[src/rtl/ex_trap_ctrl.sv]
// ex_trap_ctrl: external interrupt collector for the core's ex-trap handshake.
// Each source is synchronised, turned into edge/level events and latched as
// pending. One request at a time is presented, lowest index first, and its ID
// is held until the core accepts it.

// Per-source slice: synchroniser, event detect, pending and overflow flags.
module ex_trap_src #(
  parameter int SYNC_STAGES = 2
) (
  input  logic clk,
  input  logic rst,
  input  logic src_i,      // raw asynchronous line
  input  logic edge_i,     // 1 = rising edge, 0 = high level
  input  logic clr_i,      // acceptance strobe for this source
  input  logic ovf_clr_i,  // clears the sticky overflow flag
  output logic pend_o,
  output logic ovf_o
);
  logic [SYNC_STAGES-1:0] sync_q;
  logic                   s_d_q;
  logic                   pend_q, pend_d;
  logic                   ovf_q, ovf_d;
  logic                   s, evt, ovf_set;

  assign s   = sync_q[SYNC_STAGES-1];
  assign evt = edge_i ? (s & ~s_d_q) : s;

  // An edge is lost only if the bit is already pending and not leaving now.
  assign ovf_set = edge_i & evt & pend_q & ~clr_i;

  // Set wins over clear so an event on the acceptance cycle is not dropped.
  assign pend_d = (pend_q & ~clr_i) | evt;
  assign ovf_d  = (ovf_q & ~ovf_clr_i) | ovf_set;

  // Synchroniser chain, edge-detect delay and flag registers.
  always_ff @(posedge clk or posedge rst) begin
    if (rst) begin
      sync_q <= '0;
      s_d_q  <= 1'b0;
      pend_q <= 1'b0;
      ovf_q  <= 1'b0;
    end else begin
      sync_q <= {sync_q[SYNC_STAGES-2:0], src_i};
      s_d_q  <= s;
      pend_q <= pend_d;
      ovf_q  <= ovf_d;
    end
  end

  assign pend_o = pend_q;
  assign ovf_o  = ovf_q;
endmodule

module ex_trap_ctrl #(
  parameter int NUM_SRC     = 8,
  parameter int SYNC_STAGES = 2,
  parameter int IDW         = (NUM_SRC > 1) ? $clog2(NUM_SRC) : 1
) (
  input  logic               clk,
  input  logic               rst,
  input  logic [NUM_SRC-1:0] irq_src,
  input  logic [NUM_SRC-1:0] irq_en,
  input  logic [NUM_SRC-1:0] irq_edge,
  input  logic [NUM_SRC-1:0] ovf_clr,
  output logic               core_ex_trap_valid,
  input  logic               core_ex_trap_ready,
  output logic [IDW-1:0]     ex_trap_id,
  output logic [NUM_SRC-1:0] irq_pending,
  output logic [NUM_SRC-1:0] irq_ovf
);
  typedef enum logic [1:0] {IDLE, REQ, GAP} state_t;

  state_t             state_q, state_d;
  logic [IDW-1:0]     id_q, id_d;
  logic [NUM_SRC-1:0] pend, ovf, clr;
  logic               accept;
  logic               cand_vld;
  logic [IDW-1:0]     cand_id;

  assign accept = (state_q == REQ) & core_ex_trap_ready;

  // One slice per source; only the presented source sees the clear strobe.
  for (genvar g = 0; g < NUM_SRC; g++) begin : g_src
    assign clr[g] = accept & (id_q == IDW'(g));
    ex_trap_src #(.SYNC_STAGES(SYNC_STAGES)) u_src (
      .clk       (clk),
      .rst       (rst),
      .src_i     (irq_src[g]),
      .edge_i    (irq_edge[g]),
      .clr_i     (clr[g]),
      .ovf_clr_i (ovf_clr[g]),
      .pend_o    (pend[g]),
      .ovf_o     (ovf[g])
    );
  end

  // Fixed priority: scan downward so the lowest enabled pending index wins.
  always_comb begin
    cand_vld = 1'b0;
    cand_id  = '0;
    for (int i = NUM_SRC - 1; i >= 0; i--) begin
      if (pend[i] && irq_en[i]) begin
        cand_vld = 1'b1;
        cand_id  = IDW'(i);
      end
    end
  end

  // Handshake next state: ID is captured only when a request is launched.
  always_comb begin
    state_d = state_q;
    id_d    = id_q;
    case (state_q)
      IDLE: if (cand_vld) begin
        state_d = REQ;
        id_d    = cand_id;
      end
      REQ:  if (core_ex_trap_ready) state_d = GAP;
      GAP:  state_d = IDLE;
      default: state_d = IDLE;
    endcase
  end

  // Handshake state and presented ID.
  always_ff @(posedge clk or posedge rst) begin
    if (rst) begin
      state_q <= IDLE;
      id_q    <= '0;
    end else begin
      state_q <= state_d;
      id_q    <= id_d;
    end
  end

  // Valid is a state decode, so it drops at once on an asynchronous reset.
  assign core_ex_trap_valid = (state_q == REQ);
  assign ex_trap_id         = id_q;
  assign irq_pending        = pend;
  assign irq_ovf            = ovf;
endmodule

[config.mk]
export PLATFORM = sky130hd
export DESIGN_NAME = ex_trap_ctrl
export DESIGN_NICKNAME = d
export VERILOG_FILES = /design/src/rtl/ex_trap_ctrl.sv
export SDC_FILE = /design/constraint.sdc
export NUM_CORES = 1
export LEC_CHECK = 0
export BUFFER_PORTS_ARGS = -buffer_cell sky130_fd_sc_hd__buf_2
export CELL_PAD_IN_SITES_DETAIL_PLACEMENT = 1
export CELL_PAD_IN_SITES_GLOBAL_PLACEMENT = 1
export CORE_UTILIZATION = 40
export CTS_BUF_LIST = sky130_fd_sc_hd__clkbuf_8
export DETAILED_ROUTE_END_ITERATION = 8
export PLACE_DENSITY_LB_ADDON = 0.1
export SLEW_MARGIN = 30
export SYNTH_ARGS = -nofsm -noshare
export SYNTH_HDL_FRONTEND = slang
export SYNTH_SLANG_ARGS = --single-unit
export TNS_END_PERCENT = 50
[constraint.sdc]
create_clock -name clk -period 1.65 [get_ports clk]
set_clock_uncertainty 0.05 [all_clocks]
set_input_delay 0 -clock clk [delete_from_list [all_inputs] [get_ports clk]]
set_output_delay 0 -clock clk [all_outputs]
set_load 0.01 [all_outputs]
After elaboration in Yosys (flattened, before gate mapping):

Cells that the tools add are included.
W data, S select, Z words.

* equal/unequal tests: 10
* reduce and logical (&&, ||, !) cells: 12
* bitwise gates (word level): 97
* muxes and demuxes: 27

Operators by type and width (count)
* $and A1 B1 Y1: 57
* $mux W3: 8
* $not A1 Y1: 24
* $mux W1: 16
* $or A1 B1 Y1: 16
* $eq A3 B3 Y1 const B: 4
* $logic_and A1 B1 Y1: 8
* $eq A3 B2 Y1 const B: 2
* $mux W2: 2
* $pmux W2 S2: 1
* $reduce_and A2 Y1: 2
* $eq A3 B1 Y1 const B: 1
* $logic_not A3 Y1: 1
* $eq A2 B1 Y1 const B: 1
* $logic_not A2 Y1: 1
* $ne A2 B1 Y1 const B: 1
* $ne A2 B2 Y1 const B: 1

* word-level logic and storage cells: 180
* flip-flop bits (word level): 45
* output and inout bits: 20
* input bits: 35

Depth between registers and ports, before layout:

Gate-level depths: netlist of run 1.

* depth after elaboration: 11
* depth in mapped cells: 4
* depth with buffers taken out: 4

Modules after synthesis:

A second synthesis of run 1 with hierarchy kept.

* cells, all modules: 143
* area, all modules: 1854.3 um^2

Modules (own cells, without submodules)
* ex_trap_src: area each 180.2 um^2, seq. area each 125.1 um^2, cells each 12, instances 8
* ex_trap_ctrl: area each 412.9 um^2, seq. area each 125.1 um^2, cells each 47, instances 1

Least setup slack after synthesis of run 1:

OpenSTA, ideal clock, no wires.

* path kind: register to register
* start: reg state_q[1]
* end: reg g_src[1].u_src.ovf_q
* path slack: 0.389 ns
* library setup time: 0.128 ns
* data required time: 1.472 ns
* path buffers: 0
* cell stages (with the launch flop): 5
* data arrival time: 1.083 ns
* clock period less this slack: 1.261 ns
* cells stage by stage: dfrtp_1 and3b_4 nand2_4 o31ai_4 o32ai_2

* word-level cells in the longest chain between the ends: 6

RTL lines
* start: declaration: line 73 `state_t state_q, state_d;`
* start signal: assignment: line 130 `state_q <= state_d;`
* $eq A2 B1 Y1: line 80 `assign accept = (state_q == REQ) & core_ex_trap_ready;`
* $and A1 B1 Y1: line 80
* $and A1 B1 Y1: line 84 `assign clr[g] = accept & (id_q == IDW'(g));`
* $not A1 Y1: line 29 `assign ovf_set = edge_i & evt & pend_q & ~clr_i;`
* $and A1 B1 Y1: line 29
* $or A1 B1 Y1: line 33 `assign ovf_d = (ovf_q & ~ovf_clr_i) | ovf_set;`
* net g_src[1].u_src.ovf_d: line 22 `logic ovf_q, ovf_d;`
* end signal: assignment: line 46 `ovf_q <= ovf_d;`
* end: declaration: line 22

The timed path passes the listed nets, and every way through them passes these cells.
A chain may end at the register's enable or synchronous reset.

Worst setup path after layout of run 1:

* start: reg g_src[0].u_src.pend_q
* end: reg state_q[0]

* word-level cells in the longest chain between the ends: 4

RTL lines
* start: declaration: line 21 `logic pend_q, pend_d;`
* start signal: assignment: line 45 `pend_q <= pend_d;`
* $logic_and A1 B1 Y1: line 102 `if (pend[i] && irq_en[i]) begin`
* $mux W1: line 102
* $ne A2 B2 Y1 (no line)
* $reduce_and A2 Y1 (no line)

No other way between the ends.

==> results of run 1 <==
cell families after synthesis:
kind of cell,after synthesis
and+or+nand+nor,51
DFF,45
AOI/OAI and AO/OA,31
buffers and inverters,26
worst register-to-register path, delay by kind of cell (launching register included):
family           cells  cell delay, ns
AND/OR/NAND/NOR      2            0.36
AO/OA/AOI/OAI        2            0.40
flip-flops           1            0.46
cells in the final DEF, fill, tap and decap left out, drive strengths merged, types with 4 or more instances in the layout:
cell         count
inv             10
a22oi            4
o21ai            7
o32ai            8
nand2           41
clkbuf           5
buf             55
dlygate4sd3     27
dfrtp           45
a21oi            4
area by class of cell:
type,count,area (um2)
Fill cell,480,1980
Sequential cell,45,1130
Multi-Input combinational cell,82,568
Timing Repair Buffer,82,561
Clock buffer,5,68.8
Tap cell,52,65.1
Inverter,10,37.5
Clock inverter,1,5.00
power by group through the flow:
stage | Sequential (uW) | Clock, uW | Combinational [uW]
after global placement | 1400 | 0 | 513
after CTS | 1380 | 641 | 579
after detailed placement | 1400 | 0 | 529
after floorplan | 1380 | 0 | 387
after global routing | 1400 | 681 | 629
final | 1380 | 611 | 572
state kept, by name (all words and copies together) (netlist names):
| name | cells |
|---|---|
| g_src.u_src.pend_o | 8 |
| g_src.u_src.ovf_o | 8 |
| state_q | 2 |
| g_src.u_src.sync_q | 16 |
| ex_trap_id | 3 |
| g_src.u_src.s_d_q | 8 |
metrics by stage:
step	hold WS (ns)	total power, uW	setup slack [ns]
after floorplan	-0.0186	1760	0.389
after global placement	-0.00858	1910	0.347
after detailed placement	0.00729	1930	0.298
after CTS	0.00389	2600	0.256
after global routing	0.0372	2710	0.157
final	0.0158	2560	0.257
synthesized netlist by cell type, types with 2 or more instances:
| cell type | count |
|---|---|
| o32ai_2 | 8 |
| nand2b_1 | 2 |
| nand2_1 | 40 |
| o21ai_2 | 6 |
| nor2_1 | 2 |
| buf_4 | 16 |
| dfrtp_1 | 45 |
| inv_1 | 10 |
| o31ai_4 | 2 |
| a22oi_1 | 3 |
| a21oi_1 | 4 |
worst min-delay path by stage:
| stage | from | end | slack, ns | depth (start not counted) |
|---|---|---|---|---|
| after floorplan | irq_src[0] | g_src[0].u_src.sync_q[0] | -0.02 | 0 |
| after global placement | rst | g_src[2].u_src.sync_q[0] | -0.009 | 2 |
| after detailed placement | rst | g_src[2].u_src.sync_q[0] | 0.007 | 2 |
| after CTS | irq_en[3] | ex_trap_id[2] | 0.004 | 4 |
| after global routing | irq_en[3] | ex_trap_id[2] | 0.04 | 4 |
| final | irq_en[3] | ex_trap_id[2] | 0.02 | 4 |
per-layer routing:
metal	up-vias	GRT usage, %
li1	648	-
met1	659	20.7
met2	32	34.5
met3	8	5.19
met4	0	6.22
met5	-	0
timing repair:
action,CTS,global route
resized for setup,0,0
hold buffers,27,0
hold endpoints to repair,47,0
==> results.py, run 1 <==
metrics = {
    "final_layout": {
        "area_growth_pct": 31.3,
        "drive_gt1_share_pct": 37.3,
        "final_util_pct": 55.1,
        "insertedDiodeCount": 0,
        "nNetsFinal": 261,
        "final_cell_area_mm2": 0.00243,
        "finalNonFillerCells": 277,
    },
    "grt": {
        "grt_max_degree": 26,
        "grt_pass1_wl_mm": 7.00,
        "grt_pass1_vias": 1518,
        "grt-ovfl-total": 0,
        "antenna_found_initial": 0,
        "grt.total_usage_pct": 18.8,
    },
    "setup_path": {
        "slowest_delay_ns": 0.46,
        "r2r_slack_ns": 0.26,
        "cp_num_buf_inv": 0,
        "crit_end": "state_q[0]",
        "worstPathArrival_ns": 1.51,
        "cpLargestDelayFamily": "flip-flops",
        "critPathLaunch": "g_src[0].u_src.pend_o",
        "critPathLaunchType": "register",
        "rr_worst_depth": 4,
        "worstSetupPathType": "reg2reg",
        "crit_fanout": 4,
        "rr_endpoint": "state_q[0]",
        "crit-reg2reg-launch": "g_src[0].u_src.pend_o",
        "worstPathCellList": "a22oi_1 > nand4_1 > nor2_1 > a211oi_1",
        "crit_required_ns": 1.77,
        "cp_num_cells": 4,
        "slowest_stage": "dfrtp_1",
        "end_kind": "register",
    },
    "power_and_ir_drop": {
        "pwr-share-clk_pct": 23.8,
        "switching_share_pct": 30.7,
        "p_seq_share_pct": 53.8,
        "power.internal_uw": 1780,
        "p_leak_uw": 0.00113,
        "powerDensity_mw_per_mm2": 1050,
        "power_switching_uw": 788,
        "peakVddDrop_uv": 471,
        "combPwrFrac_pct": 22.3,
    },
    "synthesis": {
        "async_reset_ff_share_pct": 100,
        "synth_area_mm2": 0.00185,
        "synth_area_leaders": "dfrtp_1 61%, nand2_1 8.1%, o32ai_2 7.0%",
        "synth.ff_latch_count": 45,
        "ys_types": 26,
        "synth_compound_area_share_pct": 18.0,
        "yosysTopAreaCell": "dfrtp_1",
        "synth-adder-area-share_pct": 0,
        "synth.top_cell.area_share_pct": 60.8,
        "seq_area_frac_synth_pct": 60.8,
        "synth_top_family_by_area": "compound AO/OA/AOI/OAI gates",
        "yosys_warnings": 0,
        "synth_xor_area_share_pct": 0,
        "synth.avg_cell_area_um2": 12.1,
        "synth_nets": 188,
        "syn_inst": 153,
        "synth_edf_count": 0,
        "yosys.area_share.simple_pct": 12.6,
        "synth_mux_area_share_pct": 0,
        "synthFlopType": "dfrtp_1",
    },
    "sta": {
        "finalMaxSlewViolations": 0,
        "slew_headroom_pct": 67.4,
        "fmax_mhz": 718,
        "rsz0062_at_grt": "no",
        "finalHoldViolations": 0,
        "worstMarginPinSlew_ns": 0.489,
        "setup_viol_count_final": 0,
        "layout_min_cycle_time_ns": 1.39,
        "setup_tns_ns": 0,
        "finalCritPeriodShare_pct": 84.4,
    },
    "floorplan": {
        "core_mm2": 0.00441,
        "initial_utilization_pct": 42.0,
        "num_rows": 24,
        "dieArea_mm2": 0.00491,
        "num_io_pins": 55,
        "die_h_um": 70.0,
        "chipWidth_um": 70.0,
    },
    "clock_network": {
        "cts_tree": "yes",
        "cts_setup_buffers": 0,
        "insertion_delay_ns": 0.29,
        "h-tree-depth": 2,
        "clock_path_buffers": 2,
        "cts-root-buf": "clkbuf_8",
        "cts_sinks": 45,
        "cts_made_buffers": 5,
        "path_clk_slew_ns": 0.07,
    },
    "route": {
        "met1Wirelength_mm": 1.58,
        "dr_wl_met3_um": 142,
        "drt_iter0_drc": 66,
        "routed.top_layer": "met4",
        "wl_per_cell_um": 14.7,
        "drcViolationCount": 0,
        "ant_nets": 0,
        "dr_wl_met2_mm": 2.28,
        "vias": 1347,
        "wl_mm": 4.06,
        "firstDrtPassIters": 4,
        "vias_per_cell": 4.86,
    },
    "place": {
        "hpwl_mm": 2.85,
        "place.port_buffers": 54,
        "place_congestion": 0.747,
        "place_area_mm2": 0.00209,
        "dp.cells": 244,
    },
    "status": {
        "outcome": "complete, no violations",
    },
    "run": {
        "max-cap-violations": 0,
    },
    "min_path": {
        "holdCritPathClass": "in2reg",
    },
}
Note: power is estimated with default switching activity, not from simulation.
==> inputs of run 2 (changes only) <==
--- a/config.mk
+++ b/config.mk
@@ -5,10 +5,11 @@
 export SDC_FILE = /design/constraint.sdc
 export NUM_CORES = 1
 export LEC_CHECK = 0
+export ABC_AREA = 1
 export BUFFER_PORTS_ARGS = -buffer_cell sky130_fd_sc_hd__buf_2
 export CELL_PAD_IN_SITES_DETAIL_PLACEMENT = 1
 export CELL_PAD_IN_SITES_GLOBAL_PLACEMENT = 1
-export CORE_UTILIZATION = 40
+export CORE_UTILIZATION = 35
 export CTS_BUF_LIST = sky130_fd_sc_hd__clkbuf_8
 export DETAILED_ROUTE_END_ITERATION = 8
 export PLACE_DENSITY_LB_ADDON = 0.1
==> constraint.sdc (replaced) <==
create_clock -name clk -period 1.1 [get_ports clk]
set_clock_uncertainty 0.05 [all_clocks]
set_input_delay 0 -clock clk [delete_from_list [all_inputs] [get_ports clk]]
set_output_delay 0 -clock clk [all_outputs]
set_load 0.01 [all_outputs]
==> run 2 against run 1 <==
The run now ends with negative setup slack left. Flip-flop and latch count unchanged. Sequential power up 46%. Final area rose by 8.9%. Die area rose by 7.1%. Largest cell class unchanged.
==> results.py, run 2 <==
metrics = {
    "status": {
        "outcome": "complete, but fails checks",
        "violations": "negative setup slack",
    },
    "final_layout": {
        "final_util_pct": 55.7,
        "final_cell_mix": "50 x buf_2, 49 x nand2_1, 45 x dfrtp_1",
        "final_common_cell": "buf_2",
        "finalNonFillerCells": 339,
        "largest_reg_flops": 16,
        "regMostFlops": "g_src.u_src.sync_q",
        "insertedDiodeCount": 0,
        "area_growth_pct": 52.2,
        "drive_gt1_share_pct": 39.0,
        "fillCellCount": 563,
        "nNetsFinal": 306,
    },
    "route": {
        "wl_mm": 4.36,
        "firstDrtPassIters": 4,
        "drcViolationCount": 0,
        "wl_per_cell_um": 12.9,
        "ant_nets": 0,
        "drt_iter0_drc": 39,
        "vias": 1497,
        "vias_per_cell": 4.42,
    },
    "setup_path": {
        "crit_top_cell": "nand2_1",
        "r2r_slack_ns": -0.11,
        "crit_required_ns": 1.23,
        "worstPathArrival_ns": 1.34,
        "cp_num_cells": 7,
        "critPathLaunch": "g_src[3].u_src.pend_o",
        "crit_fanout": 6,
        "cpLargestDelayFamily": "simple AND/OR/NAND/NOR gates",
        "crit_end": "ex_trap_id[1]",
        "crit-reg2reg-launch": "g_src[3].u_src.pend_o",
        "slowest_delay_ns": 0.39,
        "end_kind": "register",
        "rr_endpoint": "ex_trap_id[1]",
        "critPathLaunchType": "register",
        "rr_worst_depth": 7,
        "slowest_stage": "dfrtp_1",
        "cp_num_buf_inv": 0,
        "worstSetupPathType": "reg2reg",
        "worstPathCellList": "nand2_1 > nand2_2 > nor2_2 > nand2_1 > nand2_2 > nand3b_1 > nand2_1",
    },
    "clock_network": {
        "clock_path_buffers": 2,
        "cts-root-buf": "clkbuf_8",
        "path_clk_slew_ns": 0.08,
        "cts_sinks": 45,
        "cts_made_buffers": 5,
        "insertion_delay_ns": 0.29,
        "cts_tree": "yes",
        "h-tree-depth": 2,
    },
    "synthesis": {
        "synth.avg_cell_area_um2": 10.2,
        "ys_types": 16,
        "yosysTopAreaCell": "dfrtp_1",
        "syn_inst": 171,
        "synth_area_mm2": 0.00174,
        "synth_area_leaders": "dfrtp_1 65%, nand2_1 12%, buf_4 6.9%",
        "synthTopCellsByCount": "55 x nand2_1, 45 x dfrtp_1, 18 x inv_1",
        "yosys_warnings": 0,
        "synth.top_cell.area_share_pct": 64.7,
        "synth_most_common_cell": "nand2_1",
        "synthFlopType": "dfrtp_1",
        "async_reset_ff_share_pct": 100,
        "synth_edf_count": 0,
        "synth.ff_latch_count": 45,
        "seq_area_frac_synth_pct": 64.7,
        "synth_nets": 206,
    },
    "power_and_ir_drop": {
        "p_leak_uw": 0.00135,
        "power.total_uw": 4800,
        "powerDensity_mw_per_mm2": 1810,
        "peakVddDrop_uv": 918,
    },
    "sta": {
        "holdWs_ns": 0.0435,
        "rsz0062_at_grt": "yes",
        "fmax_mhz": 827,
        "finalHoldViolations": 0,
        "layout_min_cycle_time_ns": 1.21,
        "slew_headroom_pct": 83.8,
        "worstMarginPinSlew_ns": 0.243,
        "finalCritPeriodShare_pct": 110,
        "setup_viol_count_final": 19,
        "setup_tns_ns": -0.820,
        "finalMaxSlewViolations": 0,
        "setup_slack_ns": -0.109,
    },
    "grt": {
        "grt_max_degree": 46,
        "grt_pass1_wl_mm": 6.88,
        "antenna_found_initial": 0,
        "grt-ovfl-total": 0,
        "grt_pass1_vias": 1566,
        "grt.total_usage_pct": 17.7,
    },
    "floorplan": {
        "dieArea_mm2": 0.00525,
        "initial_utilization_pct": 36.6,
        "chipWidth_um": 72.5,
        "die_h_um": 72.5,
        "num_io_pins": 55,
        "core_mm2": 0.00475,
        "num_rows": 25,
    },
    "place": {
        "hpwl_mm": 2.78,
        "dp.cells": 295,
        "place.port_buffers": 54,
        "place_congestion": 0.843,
    },
    "min_path": {
        "holdCritPathClass": "in2reg",
        "hold_depth": 6,
    },
    "run": {
        "max-cap-violations": 0,
    },
}
-- run 2: changes by cell type in the layout (fill, tap and decap cells not counted), moves of 8 or more --
cell	delta
nand2_1	+9
buf_6	+8
nand2_2	+8
o22ai_1	+8
buf_4	+23
o32ai_2	-8
-- run 2: final cells by class --
| class | count | area (um2) | area share (%) |
|---|---|---|---|
| Clock buffer | 6 | 82.6 | 3.12 |
| Sequential cell | 45 | 1130 | 42.5 |
| Clock inverter | 2 | 33.8 | 1.28 |
| Inverter | 18 | 71.3 | 2.69 |
| Multi-Input combinational cell | 93 | 457 | 17.2 |
| Tap cell | 67 | 83.8 | 3.17 |
| Timing Repair Buffer | 108 | 793 | 30.0 |
-- run 2: logic make-up (layout without fill, tap and decap cells) --
group,count (synthesis),in the layout,share of synthesized area (%)
AND/OR/NAND/NOR,81,82,20.5
AO/OA/AOI/OAI,11,11,3.96
buffers and inverters,34,134,10.8
flip-flops,45,45,64.7
-- run 2: what timing repair did --
item                       CTS  global route
gates resized for setup      8            10
hold endpoints to repair    71             0
pin swaps                    5            13
buffers inserted             6             3
cloned                       1             0
setup endpoints to repair   21            21
hold buffers                26             0
-- run 2: metal layers --
layer,share of wire (%),GRT usage (%),up-vias
li1,-,-,728
met1,40,19.8,725
met2,54,32.1,39
met3,3.9,4.17,5
met4,1.5,7.84,0
met5,0,0,-
-- run 2: worst min-delay path, cell delays in order --
cell	delay (ns)
buf_2	0.10
nand2_2	0.07
inv_1	0.05
nor2_1	0.04
nand2_1	0.05
nand2_1	0.05
-- run 2: stage by stage --
stage / area, um2 / setup slack, ns
finish: 2650 / -0.109
global route: 2650 / -0.190
CTS: 2580 / -0.0916
detailed placement: 2130 / -0.108
global placement: 2130 / -0.0756
floorplan: 1740 / 0.0130
-- run 2: where the power goes --
group | switching, uW | total [uW] | internal [uW]
clock | 519 | 1250 | 731
combinational | 788 | 1540 | 756
sequential | 136 | 2010 | 1870
total | 1440 | 4800 | 3360
-- run 2: how the worst min path moves through the flow --
stage                                     to  slack, ns  startpoint
finish                         ex_trap_id[0]       0.04   irq_en[0]
global route                   ex_trap_id[0]       0.07   irq_en[0]
CTS                            ex_trap_id[0]       0.02   irq_en[2]
detailed placement  g_src[6].u_src.sync_q[1]       0.03         rst
global placement    g_src[6].u_src.sync_q[0]       0.02         rst
floorplan                      ex_trap_id[0]      -0.04         rst
==> inputs of run 3 (changes only) <==
--- a/config.mk
+++ b/config.mk
@@ -13,6 +13,7 @@
 export CTS_BUF_LIST = sky130_fd_sc_hd__clkbuf_8
 export DETAILED_ROUTE_END_ITERATION = 8
 export PLACE_DENSITY_LB_ADDON = 0.1
+export RECOVER_POWER = 100
 export SLEW_MARGIN = 30
 export SYNTH_ARGS = -nofsm -noshare
 export SYNTH_HDL_FRONTEND = slang
==> run 3 against run 2 <==
Fmax down 0.19%. Highest routed layer unchanged. Combinational power down 3%. Critical path type unchanged. Hold slack worse by 0.0021 ns. Critical endpoint unchanged. The flow still finishes with violations (negative setup slack). Wire length up 0.16%.
==> results.py, run 3 (synthesis results as in run 2) <==
metrics = {
    "sta": {
        "slew_headroom_pct": 58.6,
        "setup_slack_ns": -0.111,
        "finalCritPeriodShare_pct": 110,
        "finalHoldViolations": 0,
        "rsz0062_at_grt": "yes",
        "finalMaxSlewViolations": 0,
        "worstMarginPinSlew_ns": 0.620,
        "fmax_mhz": 826,
        "setup_viol_count_final": 19,
        "holdWs_ns": 0.0414,
        "layout_min_cycle_time_ns": 1.21,
    },
    "floorplan": {
        "num_rows": 25,
        "dieArea_mm2": 0.00525,
        "core_mm2": 0.00475,
        "chipWidth_um": 72.5,
        "die_h_um": 72.5,
        "initial_utilization_pct": 36.6,
        "num_io_pins": 55,
    },
    "clock_network": {
        "cts_tree": "yes",
        "h-tree-depth": 2,
        "clock_path_buffers": 2,
        "insertion_delay_ns": 0.29,
        "cts-root-buf": "clkbuf_8",
        "cts_made_buffers": 5,
        "path_clk_slew_ns": 0.08,
        "cts_sinks": 45,
    },
    "setup_path": {
        "rr_endpoint": "ex_trap_id[1]",
        "end_kind": "register",
        "crit-reg2reg-launch": "g_src[3].u_src.pend_o",
        "worstSetupPathType": "reg2reg",
        "r2r_slack_ns": -0.11,
        "critPathLaunchType": "register",
        "crit_required_ns": 1.23,
        "rr_worst_depth": 7,
        "worstPathArrival_ns": 1.34,
        "crit_fanout": 6,
    },
    "grt": {
        "grt-ovfl-total": 0,
        "grt.total_usage_pct": 17.7,
        "grt_pass1_wl_mm": 6.88,
        "antenna_found_initial": 0,
        "grt_max_degree": 46,
        "grt_pass1_vias": 1566,
    },
    "place": {
        "pre_cts_slack_ns": -0.108,
        "hpwl_mm": 2.78,
        "dp.cells": 295,
        "place_congestion": 0.843,
        "place_area_mm2": 0.00213,
        "place.port_buffers": 54,
    },
    "route": {
        "drt_iter0_drc": 43,
        "firstDrtPassIters": 4,
        "ant_nets": 0,
        "vias_per_cell": 4.40,
        "drcViolationCount": 0,
        "vias": 1493,
        "wl_mm": 4.37,
        "wl_per_cell_um": 12.9,
    },
    "power_and_ir_drop": {
        "p_seq_share_pct": 42.3,
        "power_switching_uw": 1440,
        "power.total_uw": 4750,
        "p_leak_uw": 0.00131,
        "peakVddDrop_uv": 917,
        "switching_share_pct": 30.4,
        "powerDensity_mw_per_mm2": 1820,
        "power.internal_uw": 3310,
        "combPwrFrac_pct": 31.4,
        "pwr-share-clk_pct": 26.3,
    },
    "final_layout": {
        "largest_reg_flops": 16,
        "regMostFlops": "g_src.u_src.sync_q",
        "drive_gt1_share_pct": 34.2,
        "final_common_cell": "nand2_1",
        "final_cell_area_mm2": 0.00261,
        "nNetsFinal": 306,
        "final_cell_mix": "49 x nand2_1, 45 x dfrtp_1, 36 x buf_2",
        "area_growth_pct": 50.1,
        "insertedDiodeCount": 0,
        "finalNonFillerCells": 339,
        "fillCellCount": 570,
    },
    "status": {
        "outcome": "complete, but fails checks",
        "violations": "negative setup slack",
    },
    "min_path": {
        "holdCritStartpoint": "irq_en[0]",
        "holdCritPathClass": "in2reg",
        "hold_end": "ex_trap_id[0]",
        "hold_depth": 6,
    },
    "run": {
        "max-cap-violations": 0,
    },
}
## run 3: power groups by stage
| stage | combinational, uW | sequential [uW] | clock, uW |
|---|---|---|---|
| after floorplan | 665 | 2070 | 0 |
| after global placement | 1220 | 2010 | 0 |
| after detailed placement | 1260 | 2020 | 0 |
| after CTS | 1470 | 2000 | 1310 |
| after global routing | 1630 | 2040 | 1370 |
| final | 1490 | 2010 | 1250 |
## run 3: worst max-delay path, cell delays in order (launching register included)
cell	delay [ns]
dfrtp_1	0.39
nand2_1	0.11
nand2_2	0.08
nor2_2	0.12
nand2_1	0.07
nand2_2	0.11
nand3b_1	0.12
nand2_1	0.05
## run 3: repair_timing
item / CTS / global route
endpoints found under the setup margin: 21 / 21
pin swaps: 5 / 13
hold endpoints to repair: 71 / 0
gates cloned: 1 / 0
setup buffers: 6 / 3
hold buffers: 26 / 0
resized for setup: 8 / 10
## run 3: worst max-delay path by stage
stage	start	to	slack, ns	cells after the start
floorplan	g_src[3].u_src.pend_o	ex_trap_id[1]	0.01	7
global placement	g_src[3].u_src.pend_o	ex_trap_id[1]	-0.08	7
detailed placement	g_src[2].u_src.pend_o	ex_trap_id[1]	-0.11	7
CTS	g_src[1].u_src.pend_o	ex_trap_id[1]	-0.09	7
global route	g_src[3].u_src.pend_o	ex_trap_id[1]	-0.19	7
finish	g_src[3].u_src.pend_o	ex_trap_id[1]	-0.11	7
## run 3: routing by layer
metal	up-vias	track usage (%)	part of all wire (%)
li1	728	-	-
met1	721	19.8	41
met2	39	32.1	54
met3	5	4.17	4.0
met4	0	7.84	1.5
met5	-	0	0
## run 3: per-stage QoR
stage | setup TNS, ns | util (%)
floorplan | 0 | -
global placement | -0.410 | 44.8
detailed placement | -1.04 | 44.8
CTS | -1.30 | 54.4
global route | -2.54 | 54.9
finish | -0.840 | 54.9
## run 3: cell type report
class / count / area (um2) / share of cell area, %
clock buffer: 6 / 82.6 / 3.16
clock inverter: 2 / 33.8 / 1.29
inverter: 18 / 71.3 / 2.73
multi-input combinational: 93 / 457 / 17.5
sequential: 45 / 1130 / 43.1
tap: 67 / 83.8 / 3.21
timing repair buffer: 108 / 757 / 29.0
